$ cat src/rtl/axis_output_pipe_pkg.sv
// Shared sizing defaults and state encoding for the conv-engine output pipe.
`ifndef UNITS
`define UNITS 8
`endif
`ifndef CORES
`define CORES 4
`endif
`ifndef WORD_WIDTH
`define WORD_WIDTH 8
`endif
`ifndef M_WORDS
`define M_WORDS 8
`endif

package axis_output_pipe_pkg;

  localparam int unsigned DEF_UNITS      = `UNITS;
  localparam int unsigned DEF_CORES      = `CORES;
  localparam int unsigned DEF_WORD_WIDTH = `WORD_WIDTH;
  localparam int unsigned DEF_M_WORDS    = `M_WORDS;

  // IDLE: nothing held; SEND: a conv beat is held and being sliced out
  typedef enum logic {
    ST_IDLE,
    ST_SEND
  } pipe_state_t;

endpackage

$ cat src/rtl/axis_output_pipe.sv
// Holds one wide conv-engine beat and replays it as R narrow DMA beats,
// slice 0 first, reloading on the final slice handshake without a bubble.
module axis_output_pipe
    import axis_output_pipe_pkg::*;
#(
    parameter int unsigned UNITS      = DEF_UNITS,
    parameter int unsigned CORES      = DEF_CORES,
    parameter int unsigned WORD_WIDTH = DEF_WORD_WIDTH,
    parameter int unsigned M_WORDS    = DEF_M_WORDS
) (
    input  logic                                aclk,
    input  logic                                areset,
    output logic                                s_axis_tready,
    input  logic                                s_axis_tvalid,
    input  logic                                s_axis_tlast,
    input  logic [WORD_WIDTH*CORES*UNITS-1:0]   s_axis_tdata,
    input  logic                                m_axis_tready,
    output logic                                m_axis_tvalid,
    output logic                                m_axis_tlast,
    output logic [WORD_WIDTH*M_WORDS-1:0]       m_axis_tdata,
    output logic [WORD_WIDTH*M_WORDS/8-1:0]     m_axis_tkeep
);

    localparam int unsigned R       = CORES * UNITS / M_WORDS;
    localparam int unsigned CNT_W   = $clog2(R);
    localparam int unsigned SLICE_W = WORD_WIDTH * M_WORDS;
    localparam int unsigned IN_W    = WORD_WIDTH * CORES * UNITS;
    localparam logic [CNT_W-1:0] CNT_LAST = CNT_W'(R - 1);

    pipe_state_t      state, state_nx;
    logic [CNT_W-1:0] cnt, cnt_nx;
    logic [IN_W-1:0]  hold_data, hold_data_nx;
    logic             hold_last, hold_last_nx;
    logic             ready_en;
    logic             on_last;
    logic             accept;
    logic             out_hs;

    assign on_last       = (cnt == CNT_LAST);
    // valid comes straight from state so it never depends on m_axis_tready
    assign m_axis_tvalid = (state == ST_SEND);
    assign out_hs        = m_axis_tvalid && m_axis_tready;
    // ready_en keeps the input closed during reset and for the first cycle after
    assign s_axis_tready = ready_en && ((state == ST_IDLE) || (on_last && m_axis_tready));
    assign accept        = s_axis_tvalid && s_axis_tready;
    assign m_axis_tlast  = m_axis_tvalid && on_last && hold_last;
    assign m_axis_tkeep  = m_axis_tvalid ? '1 : '0;

    // State, slice counter and holding register update
    always_ff @(posedge aclk) begin
        if (areset) begin
            state     <= ST_IDLE;
            cnt       <= '0;
            hold_data <= '0;
            hold_last <= 1'b0;
            ready_en  <= 1'b0;
        end else begin
            state     <= state_nx;
            cnt       <= cnt_nx;
            hold_data <= hold_data_nx;
            hold_last <= hold_last_nx;
            ready_en  <= 1'b1;
        end
    end

    // Next-state: load on accept, step slices on handshake, reload or idle after the last
    always_comb begin
        state_nx     = state;
        cnt_nx       = cnt;
        hold_data_nx = hold_data;
        hold_last_nx = hold_last;
        case (state)
            ST_IDLE: begin
                if (accept) begin
                    state_nx     = ST_SEND;
                    cnt_nx       = '0;
                    hold_data_nx = s_axis_tdata;
                    hold_last_nx = s_axis_tlast;
                end
            end
            ST_SEND: begin
                if (out_hs) begin
                    if (!on_last) begin
                        cnt_nx = cnt + 1'b1;
                    end else if (accept) begin
                        cnt_nx       = '0;
                        hold_data_nx = s_axis_tdata;
                        hold_last_nx = s_axis_tlast;
                    end else begin
                        state_nx = ST_IDLE;
                        cnt_nx   = '0;
                    end
                end
            end
            default: state_nx = ST_IDLE;
        endcase
    end

    // Slice select: words cnt*M_WORDS .. cnt*M_WORDS+M_WORDS-1 of the held beat
    always_comb begin
        m_axis_tdata = '0;
        for (int unsigned i = 0; i < R; i++) begin
            if (cnt == CNT_W'(i)) begin
                m_axis_tdata = hold_data[i*SLICE_W +: SLICE_W];
            end
        end
    end

endmodule

$ cat config.mk
export PLATFORM = sky130hd
export DESIGN_NAME = axis_output_pipe
export DESIGN_NICKNAME = d
export VERILOG_FILES = /design/src/rtl/axis_output_pipe_pkg.sv /design/src/rtl/axis_output_pipe.sv
export SDC_FILE = /design/constraint.sdc
export NUM_CORES = 1
export LEC_CHECK = 0
export CAP_MARGIN = 25
export CORE_UTILIZATION = 35
export DETAILED_ROUTE_END_ITERATION = 10
export GPL_ROUTABILITY_DRIVEN = 1
export PLACE_DENSITY_LB_ADDON = 0.2
export SYNTH_ARGS = -nofsm -noshare
export SYNTH_HDL_FRONTEND = slang
export SYNTH_SLANG_ARGS = --single-unit
$ cat constraint.sdc
create_clock -name aclk -period 4.2 [get_ports aclk]
set_input_delay 0.84 -clock aclk [delete_from_list [all_inputs] [get_ports aclk]]
set_output_delay 0.84 -clock aclk [all_outputs]
set_load 0.005 [all_outputs]
### Word-level counts from Yosys, hierarchy flattened

Cells that the tools add are included.

| word-level totals | value |
|---|---|
| register bits after elaboration | 261 |
| bits of input ports | 261 |
| output and inout port bits | 75 |
| word-level logic and storage cells | 45 |

| cells by class | value |
|---|---|
| $add $sub $neg | 1 |
| equality and inequality tests | 6 |
| multiplexer cells | 22 |
| bitwise logic cells | 1 |
| reductions and logical operators | 10 |

Operators by type and width:

| operator | count |
|---|---|
| 2-to-1 mux 256 bit | 3 |
| one-hot mux 256 bit (2 select lines) | 1 |
| 2-to-1 mux 64 bit | 4 |
| 2-to-1 mux 8 bit | 1 |
| 2-to-1 mux 1 bit | 7 |
| logical AND 1 bit | 6 |
| 2-to-1 mux 2 bit | 3 |
| == test 2 bit, second input constant | 2 |
| != test 2 x 1 -> 1 bit, second input constant | 2 |
| one-hot mux 1 bit (2 select lines) | 2 |
| one-hot mux 2 bit (2 select lines) | 1 |
| AND reduction 2 bit | 2 |
| adder 2 x 1 -> 2 bit, second input constant | 1 |
| == test 2 x 1 -> 1 bit, second input constant | 1 |
| logical NOT 2 bit | 1 |
| != test 2 bit, second input constant | 1 |
| logical OR 1 bit | 1 |
| inverter 1 bit | 1 |

### Longest topological paths before layout

Gate-level depths: netlist of the first run.

| depth | value |
|---|---|
| word-level depth | 9 |
| gate-level depth with buffers | 8 |
| depth with buffers taken out | 5 |

### Least setup slack after synthesis of the first run

No wires, ideal clock.

| timing | value |
|---|---|
| path kind | register to output |
| from | register cnt[1] |
| to | output port m_axis_tdata[47] |
| data arrival time | 1.461 ns |
| required time | 3.360 ns |
| slack | 1.899 ns |
| stages on the path, launching flop included | 9 |
| buffers on the path | 3 |
| cell sequence | dfxtp_1 > inv_1 > ha_1 > buf_2 > buf_2 > buf_2 > a21oi_1 > o21ai_0 > a22o_1 |

| between the ends | value |
|---|---|
| word-level cells in the longest chain between the ends | 5 |
| elaborated cells on any way between the ends | 8 |
| those cells by class | eq/ne: 3; mux: 4; reduce/logical: 1 |

Ends and longest elaborated chain:

| item | RTL line | RTL |
|---|---|---|
| start, declared | axis_output_pipe.sv:31 | `logic [CNT_W-1:0] cnt, cnt_nx;` |
| start signal, assigned | axis_output_pipe.sv:59 | `cnt <= cnt_nx;` |
| logical NOT 2 bit | axis_output_pipe.sv:103 | `if (cnt == CNT_W'(i)) begin` |
| 2-to-1 mux 64 bit (3 in a row) | axis_output_pipe.sv:103 |  |
| 2-to-1 mux 64 bit * | axis_output_pipe.sv:103 |  |
| end, declared | axis_output_pipe.sv:20 | `output logic [WORD_WIDTH*M_WORDS-1:0] m_axis_tdata,` |

Every way passes the cells marked *; elsewhere a longest branch is shown, timed or not.

### Final worst setup path of the first run

| timing | value |
|---|---|
| from | register cnt[0] |
| to | output port m_axis_tdata[22] |

The elaborated chain is that of the path after synthesis.

==> results.md, run 1 <==
- Initial antenna violation count: 0
- Initial core utilization: 0.356
- Post-synth top area share: 0.412
- Num rows: 69
- Hold_buf cts: 0
- Delay-heaviest family, CP: buffers and inverters
- Cell taking the most area after synthesis: dfxtp_1
- Crit start category: flip-flop
- Critical path data required time: 3.36 ns
- Die Y: 192 um
- Synth Instances: 1,580
- Clock slew at reported path FFs: 0.06 ns
- Filler cells: 3,538
- Number of I/O port buffers: 335
- P_leak: between 6 and 7 nW
- Area fraction in and, or, nand and nor cells after synthesis: 0.176
- Top Ports: 336
- Mapped cell area: 12,700 um2
- Drt total wl: 36,400 um
- Status: completed
- Yosys cell types: 22
- Worst path slowest cell: ha_2
- TritonCTS clock tree: built
- Largest family of logic cells by synthesized area: multiplexers
- HP Start: hold_data[241]
- Worst-skew pair later-pin latency: 0.54 ns
- Number of vias per cell: approximately 4.9
- Drt first pass iters: 5
- Max VDD drop: between 0.3 and 0.4 mV
- Post-synthesis mux area share: 0.203
- Total clock sinks: 261
- Post-DR wirelength/cell: 15.7 um
- Final min period: 3.87 ns
- Number of DRC markers in iteration 0: 480
- RSZ-0062 raised after global routing: false
- Setup Fix Bufs, Post-CTS: 0
- First-pass GRT wire length: 57,200 um
- Hold EP: hold_data[241]
- GR Overflow Total: 0
- Adder-cell share of the synthesized area: 0.00395
- Vias in the first global route: 11,300
- Worst min-delay path class: flip-flop to flip-flop
- Final Max Tran Viols: 0
- ANT cells: 0
- Remaining DRCs: 0
- Slowest stage delay, CP: 0.69 ns
- Critical R2R Launch: cnt[0]
- Seq cells post-synth: roughly 260
- Layout cells sized above 1: 0.0442
- Critical path class: flip-flop to primary output
- H-tree depth: 1
- Commonest cells after routing, fill and taps aside: 580 x nand2_1, 335 x clkdlybuf4s50_1, 261 x dfxtp_1
- Placer congestion estimate: 0.801
- GR Util All Layers: 0.191
- XOR/XNOR Fraction of Synth Area: 0
- Layout Skew: 0.0149 ns
- Clk Tree Root Cell: clkbuf_16
- Final TNS setup: 0 ns
- Area growth syn-to-layout: 36.1%
- Rel. slew slack: 0.510
- Syn avg cell area: 8.02 um2
- MaxCap Viol Count: 0
- CP max FO: 29
- Stages on worst setup path: 7
- Worst R2R Setup Slack: roughly 1.4 ns
- Worst hold path stage count: 2
- Largest net degree at the start of global routing: 102
- Reg2reg end: hold_data[212]
- Final ANT Viol Nets: 0
- Synth area leaders: dfxtp_1 41%, mux2i_1 20%, nand2_1 17%
- Area occupied by multi-input gates: 6450 um2
- HPWL after DPL: between 20,000 and 25,000 um
- Arrival time at the worst endpoint: 3.03 ns
- Syn_nets: between 1,500 and 2,000
- Fmax achieved: ~260 MHz
- Crit path cell chain: inv_1 > ha_2 > buf_12 > nand2_1 > o21ai_0 > a22o_1 > clkdlybuf4s50_1
- Final setup viols: 0
- Fin util: 0.485
- Die Wd: between 150 and 200 um
- Post-CTS Resized: 0
- P per Cell Area: 363 nW/um2
- Cells on worst reg2reg path: 6
- Slew @ Worst Pin: 0.735 ns
- Buf/Inv on CP: 3
- Seq/Total Area, Yosys: 0.412
- Post-synthesis compound-gate area fraction: 0.122
- Final hold vios: 0
- Synth warn: 0
- Total CTS buffers: 31
- Die area: 37,000 um2
- Nets: approximately 2,100
- Register area: 5230 um2
- Final period utilization: 0.922
- Vias: 11,200
- Commonest non-fill, non-tap cell in the layout: nand2_1
- Core Region: 35,600 um2
- Crit. End Element: primary output
- Clock buffer depth: 3
==> registers in the layout, indices dropped and copies added, names as in the netlist <==
name	flops
hold_data	256
cnt	2
hold_last	1
ready_en	1
m_axis_tvalid	1
==> cell type report <==
type                    instances  share of cell area
clock buffers                  48              0.0533
inverters                      67              0.0150
flip-flops and latches        261               0.303
well taps                     461              0.0335
multi-input cells            1110               0.374
repair buffers                363               0.214
clock inverters                 8             0.00733
==> stage by stage <==
step	instances	setup slack (ns)	hold slack, ns	cell area, um2	power [mW]
2_1_floorplan	1580	1.90	0.430	12700	3.15
3_3_place_gp	2262	0.837	0.443	16200	3.58
3_5_place_dp	2262	0.815	0.446	16200	3.59
4_1_cts	2318	0.218	0.458	17200	6.36
5_1_grt	2318	0.0630	0.470	17200	6.54
6_report	2318	0.328	0.455	17200	6.26
==> how the worst max path moves through the flow <==
stage	to	from
after detailed placement	m_axis_tdata[23]	cnt[0]
after global routing	m_axis_tdata[46]	cnt[0]
after floorplan	m_axis_tdata[47]	cnt[1]
after global placement	m_axis_tdata[22]	cnt[0]
after CTS	m_axis_tdata[23]	cnt[0]
final	m_axis_tdata[22]	cnt[0]
==> tightest hold or removal path: stages (launching register included) <==
cell,delay [ns]
dfxtp_1,0.30
nand2_1,0.05
mux2i_1,0.05
==> where the power goes <==
part / leakage [nW] / total [mW] / switching [mW] / internal (mW)
clock network: 0.501 / 2.74 / 1.06 / 1.68
logic: 3.78 / 0.858 / 0.371 / 0.488
registers: 2.13 / 2.67 / 0.0678 / 2.60
total: 6.41 / 6.26 / 1.50 / 4.77
==> layer usage <==
layer / track usage / routed length (um) / up-vias
met5: 0 / 0 / -
met4: 0.0566 / 1070 / 0
met3: 0.0493 / 2680 / 64
met2: 0.326 / 17100 / 292
met1: 0.234 / 15600 / 5199
li1: - / - / 5691
==> cell usage after synthesis <==
master,instances
nor2b_1,1
dfxtp_1,261
nor4bb_1,1
nor2_4,1
buf_2,21
a31oi_1,1
inv_1,67
o21ai_0,64
nand3_1,2
nor2_1,2
a21oi_1,130
buf_1,11
a21boi_2,1
ha_1,4
nand3b_1,1
buf_6,26
clkbuf_1,75
buf_4,9
nand2_1,580
mux2i_1,257
and3_1,1
a22o_1,64
==> cells by family after synthesis <==
logic type / count (synthesis)
and+or+nand+nor: 589
buffers and inverters: 209
DFF: 261
AOI/OAI and AO/OA: 260
muxes: 257
adders and majority gates: 4
Note: power is estimated with default switching activity, not from simulation.
==> run 2, diff against run 1 <==
--- a/config.mk
+++ b/config.mk
@@ -10,6 +10,7 @@
 export DETAILED_ROUTE_END_ITERATION = 10
 export GPL_ROUTABILITY_DRIVEN = 1
 export PLACE_DENSITY_LB_ADDON = 0.2
+export SKIP_LAST_GASP = 1
 export SYNTH_ARGS = -nofsm -noshare
 export SYNTH_HDL_FRONTEND = slang
 export SYNTH_SLANG_ARGS = --single-unit
==> results of run 2 <==
The final DEF is identical to that of run 1; final timing and power are the same.
==> run 3, diff against run 2 <==
--- a/config.mk
+++ b/config.mk
@@ -10,6 +10,7 @@
 export DETAILED_ROUTE_END_ITERATION = 10
 export GPL_ROUTABILITY_DRIVEN = 1
 export PLACE_DENSITY_LB_ADDON = 0.2
+export REMOVE_ABC_BUFFERS = 1
 export SKIP_LAST_GASP = 1
 export SYNTH_ARGS = -nofsm -noshare
 export SYNTH_HDL_FRONTEND = slang
==> results.md, run 3 (same netlist as run 1, synthesis figures left out) <==
- Worst hold path stage count: 2 (unchanged)
- Placer congestion estimate: 0.802 (was 0.801)
- Hold EP: hold_last (was hold_data[241])
- Final setup viols: 0 (unchanged)
- Final period utilization: 0.881 (was 0.922)
- Cells on worst reg2reg path: 5 (was 6)
- Critical path class: flip-flop to primary output (unchanged)
- Post-layout power: 6.12 mW (was 6.26 mW)
- Post-CTS Resized: 0 (unchanged)
- Reg2reg end: hold_data[222] (was hold_data[212])
- Layout cells sized above 1: 0.0453 (was 0.0442)
- Commonest non-fill, non-tap cell in the layout: nand2_1 (unchanged)
- Worst path slowest cell: clkdlybuf4s50_1 (was ha_2)
- Worst min-delay path class: flip-flop to flip-flop (unchanged)
- Largest registers: hold_data: 256 flops, cnt: 2 flops (unchanged)
- Worst R2R Setup Slack: 1.85 ns (was 1.38 ns)
- RSZ-0062 raised after global routing: false (unchanged)
- Number of DRC markers in iteration 0: 530 (was 480)
- Hold_buf cts: 0 (unchanged)
- Final min period: 3.70 ns (was 3.87 ns)
- Clock buffer depth: 3 (unchanged)
- Core Region: 35,600 um2 (unchanged)
- Vias: 11,100 (was 11,200)
- Arrival time at the worst endpoint: 2.86 ns (was 3.03 ns)
- Worst-skew pair later-pin latency: 0.55 ns (was 0.54 ns)
- Final ANT Viol Nets: 0 (unchanged)
- Post-DR wirelength/cell: 15.2 um (was 15.7 um)
- TritonCTS clock tree: built (unchanged)
- Die Y: 192 um (unchanged)
- First-pass GRT wire length: 55,300 um (was 57,200 um)
- Total clock sinks: 261 (unchanged)
- HPWL after DPL: 23,400 um (was 24,600 um)
- Crit. End Element: primary output (unchanged)
- Drt total wl: 35,300 um (was 36,400 um)
- Largest net degree at the start of global routing: 98 (was 102)
- Largest reg by FF count: hold_data (unchanged)
- HP Start: hold_last (was hold_data[241])
- Critical R2R Launch: cnt[0] (unchanged)
- Crit start category: flip-flop (unchanged)
- Critical path data required time: 3.36 ns (about the same)
- Slew @ Worst Pin: 0.666 ns (was 0.735 ns)
- P per Cell Area: 356 nW/um2 (was 363 nW/um2)
- Rel. slew slack: 0.555 (was 0.510)
- Vias in the first global route: 10,900 (was 11,300)
- Total CTS buffers: 31 (unchanged)
- H-tree depth: 1 (unchanged)
- Commonest cells after routing, fill and taps aside: 580 x nand2_1, 335 x clkdlybuf4s50_1, 261 x dfxtp_1 (unchanged)
- Layout Skew: 0.0114 ns (was 0.0149 ns)
- P_leak: 6.40 nW (was 6.41 nW)
- Setup Fix Bufs, Post-CTS: 0 (unchanged)
- Drt first pass iters: 5 (unchanged)
- Num rows: 69 (unchanged)
- Clock slew at reported path FFs: 0.06 ns (about the same)
- Number of vias per cell: 4.78 (was 4.85)
- Die area: 37,000 um2 (unchanged)
- Die Wd: 192 um (unchanged)
- Final Max Tran Viols: 0 (unchanged)
- Fin util: 0.483 (was 0.485)
- Clk Tree Root Cell: clkbuf_16 (unchanged)
- Final hold vios: 0 (unchanged)
- Slowest stage delay, CP: 0.50 ns (was 0.69 ns)
- Status: completed (unchanged)
- Area growth syn-to-layout: 35.6% (was 36.1%)
- GR Util All Layers: 0.184 (was 0.191)
- Top Ports: 336 (unchanged)
- Filler cells: 3,489 (was 3,538)
- Crit path cell chain: inv_1 > ha_4 > buf_4 > a21oi_1 > o21ai_0 > a22o_1 > clkdlybuf4s50_1 (was inv_1 > ha_2 > buf_12 > nand2_1 > o21ai_0 > a22o_1 > clkdlybuf4s50_1)
- Fmax achieved: 270 MHz (was 258 MHz)
- MaxCap Viol Count: 0 (unchanged)
- Remaining DRCs: 0 (unchanged)
- Max reg flops: 256 (unchanged)
- Initial antenna violation count: 2 (was 0)
- Max VDD drop: 0.306 mV (was 0.326 mV)
- GR Overflow Total: 0 (unchanged)
- CP max FO: 38 (was 29)
- Initial core utilization: 0.356 (unchanged)
- Number of I/O port buffers: 335 (unchanged)
- Nets: 2,103 (was 2,099)
==> run 3: changes by cell type in the layout (fill, tap and decap cells not counted), sizes merged <==
| cell | before | now |
|---|---|---|
| diode | 0 | 2 |
| buf | 28 | 32 |
| clkinv | 2 | 6 |
| clkinvlp | 3 | 1 |
| bufinv | 3 | 2 |
| clkbuf | 48 | 42 |
==> run 3: how the worst max path moves through the flow <==
stage / end / slack, ns / startpoint / cells after the start
floorplan: hold_data[0] / -4.75 / cnt[0] / 4
global placement: m_axis_tdata[34] / 1.10 / cnt[0] / 7
detailed placement: m_axis_tdata[43] / 1.06 / cnt[0] / 7
CTS: m_axis_tdata[43] / 0.46 / cnt[0] / 7
global route: m_axis_tdata[29] / 0.32 / cnt[0] / 7
finish: m_axis_tdata[43] / 0.50 / cnt[0] / 7
==> run 3: cell type report <==
| class | instances | area (um2) | share of cell area |
|---|---|---|---|
| multi-input combinational | 1110 | 6450 | 0.375 |
| sequential | 261 | 5230 | 0.304 |
| timing repair buffer | 367 | 3710 | 0.216 |
| clock buffer | 42 | 867 | 0.0505 |
| tap | 461 | 577 | 0.0336 |
| inverter | 67 | 259 | 0.0151 |
| clock inverter | 9 | 97.6 | 0.00568 |
| antenna | 2 | 5.00 | 0.000291 |
==> run 3: power by group <==
group | internal [mW] | switching, mW
sequential | 2.60 | 0.0652
clock | 1.54 | 1.05
combinational | 0.489 | 0.372
==> run 3: routing by layer <==
layer / wire length [um] / up-vias / GRT usage
met5: 13 / - / 0
met4: 782 / 2 / 0.0469
met3: 1990 / 52 / 0.0309
met2: 15900 / 278 / 0.300
met1: 16600 / 5057 / 0.250
li1: - / 5685 / -
==> run 3: critical path: cells and delay by family, from the launching register on <==
kind,cells,cell delay [ns]
compound gates,3,0.34
fa+ha+maj,1,0.49
buf+inv,3,1.07
flops,1,0.39
==> run 3: through the flow <==
stage	setup slack [ns]	hold WS [ns]	area [um2]	cells	TNS, ns
final	0.500	0.449	17200	2319	0
after global routing	0.317	0.468	17200	2317	0
after detailed placement	1.06	0.445	16200	2266	0
after floorplan	-4.75	0.430	11900	1438	-1224.28
after CTS	0.456	0.452	17200	2317	0
after global placement	1.10	0.442	16200	2266	0
==> RTL edit (settings of run 1) <==
Set the macro `CORES` to 2 (it was 4).
--- a/src/rtl/axis_output_pipe_pkg.sv
+++ b/src/rtl/axis_output_pipe_pkg.sv
@@ -4,5 +4,5 @@
 `endif
 `ifndef CORES
-`define CORES 4
+`define CORES 2
 `endif
 `ifndef WORD_WIDTH
Ports: changed (resized s_axis_tdata); port bits go from 336 to 208. No check against the original RTL was run, so the function may have changed too.
==> RTL edit against run 1 <==
Routed wire length is 48% lower. Setup slack better by 640 ps. First-iteration DRC count up 10%. Critical path depth shrank 4. Synthesized cell count down 56%. Cell area decreased by 50%. Global-route usage rose by 2.1 points. Non-clock buffer count shrank 147. Clock power down 44%. Sequential cell count fell by 129. Power shrank 46%. Cell count fell by 54%. Sequential power is 49% lower. Area after synthesis fell by 52%. Critical path type unchanged. Critical endpoint is now s_axis_tready. Largest power group unchanged.
==> RTL edit: results (changes against run 1) <==
- Status: finished, final reports clean (unchanged)
- The TritonCTS buffer count came to 17 (was 31).
* Number of placed instances, taps included: 1,030 (was 2,262)
* Latest clock arrival within the worst-skew pair: 410 ps (was 540 ps)
- Via count of the first global-routing pass: 5,775 (was 11,267)
- Clock group share of total power: 0.455 (was 0.437)
- The via count of the routed design was 5,973 (was 11,246).
* Post-synthesis mux area share: 0.118 (was 0.203)
* Post-DP HPWL: 11,300 um (was 24,600 um)
* Relative max-transition margin: 0.283 (was 0.510)
* Routed WL per cell: 17.9 um (was 15.7 um)
- Net switching fraction of the power: 0.236 (was 0.239)
* Share of synthesized area occupied by flip-flops and latches: 0.434 (was 0.412)
* Net switching power of the design: 0.791 mW (was 1.50 mW)
- Adder and majority cell fraction of the synthesized area: 0 (was 0.00395)
* Overall global routing resource usage: 0.211 (was 0.191)
- Violation count after the first detailed-route iteration: 529 (was 480)
- The H-tree level count is 4 (was 1).
- Leakage Power: 2.93 nW (was 6.41 nW)
- Setup crit end: s_axis_tready (was m_axis_tdata[22])
- Slowest stage cell, crit path: sky130_fd_sc_hd__dfxtp_4 (was sky130_fd_sc_hd__ha_2)
- Fraction of the mapped netlist area in compound gates: 0.219 (was 0.122)
* Synth top area cells: sky130_fd_sc_hd__dfxtp_1, sky130_fd_sc_hd__nand4_1, sky130_fd_sc_hd__mux2_2, sky130_fd_sc_hd__a21oi_1, sky130_fd_sc_hd__o21ai_0 (was sky130_fd_sc_hd__dfxtp_1, sky130_fd_sc_hd__mux2i_1, sky130_fd_sc_hd__nand2_1, sky130_fd_sc_hd__a21oi_1, sky130_fd_sc_hd__a22o_1)
- Fraction of final layout cells with drive strength greater than 1: 0.131 (was 0.0442)
- Top cell types by occurrence after synthesis: sky130_fd_sc_hd__dfxtp_1, sky130_fd_sc_hd__a21oi_1, sky130_fd_sc_hd__nand4_1, sky130_fd_sc_hd__o21ai_0, sky130_fd_sc_hd__mux2_2 (was sky130_fd_sc_hd__nand2_1, sky130_fd_sc_hd__dfxtp_1, sky130_fd_sc_hd__mux2i_1, sky130_fd_sc_hd__a21oi_1, sky130_fd_sc_hd__clkbuf_1)
- The final standard cell area without fillers came to 8600 sq um (was 17,200 sq um).
- Mean post-synth cell area: 8.74 sq um (was 8.02 sq um)
- Largest net degree at the start of global routing: 97 (was 102)
- Clock tree skew after final layout: 7.09 ps (was 14.9 ps)
- The largest incremental delay on the critical path was 1030 ps (was 690 ps).
- Placed standard-cell area: 7990 sq um (was 16,200 sq um)
-- RTL edit: cell types whose count changed after synthesis, moves of 15 or more --
cell	change
sky130_fd_sc_hd__mux2i_1	-257
sky130_fd_sc_hd__a22o_1	-64
sky130_fd_sc_hd__buf_6	-15
sky130_fd_sc_hd__clkbuf_1	-35
sky130_fd_sc_hd__o21ai_0	+54
sky130_fd_sc_hd__mux2_2	+64
sky130_fd_sc_hd__nand4_1	+129
sky130_fd_sc_hd__nand2_1	-579
sky130_fd_sc_hd__dfxtp_1	-129
sky130_fd_sc_hd__inv_1	-66
-- RTL edit: final cells by class --
type	count	area [sq um]	area share
Multi-Input combinational cell	461	2910	0.338
Sequential cell	132	2650	0.308
Clock buffer	23	489	0.0569
Clock inverter	9	124	0.0144
Timing Repair Buffer	216	2150	0.250
Inverter	1	3.75	0.000436
Tap cell	220	275	0.0320
-- RTL edit: metal layers --
layer,track usage,share of wire
met5,0,0
met4,0.0650,0.0099
met3,0.0514,0.071
met2,0.345,0.49
met1,0.275,0.43
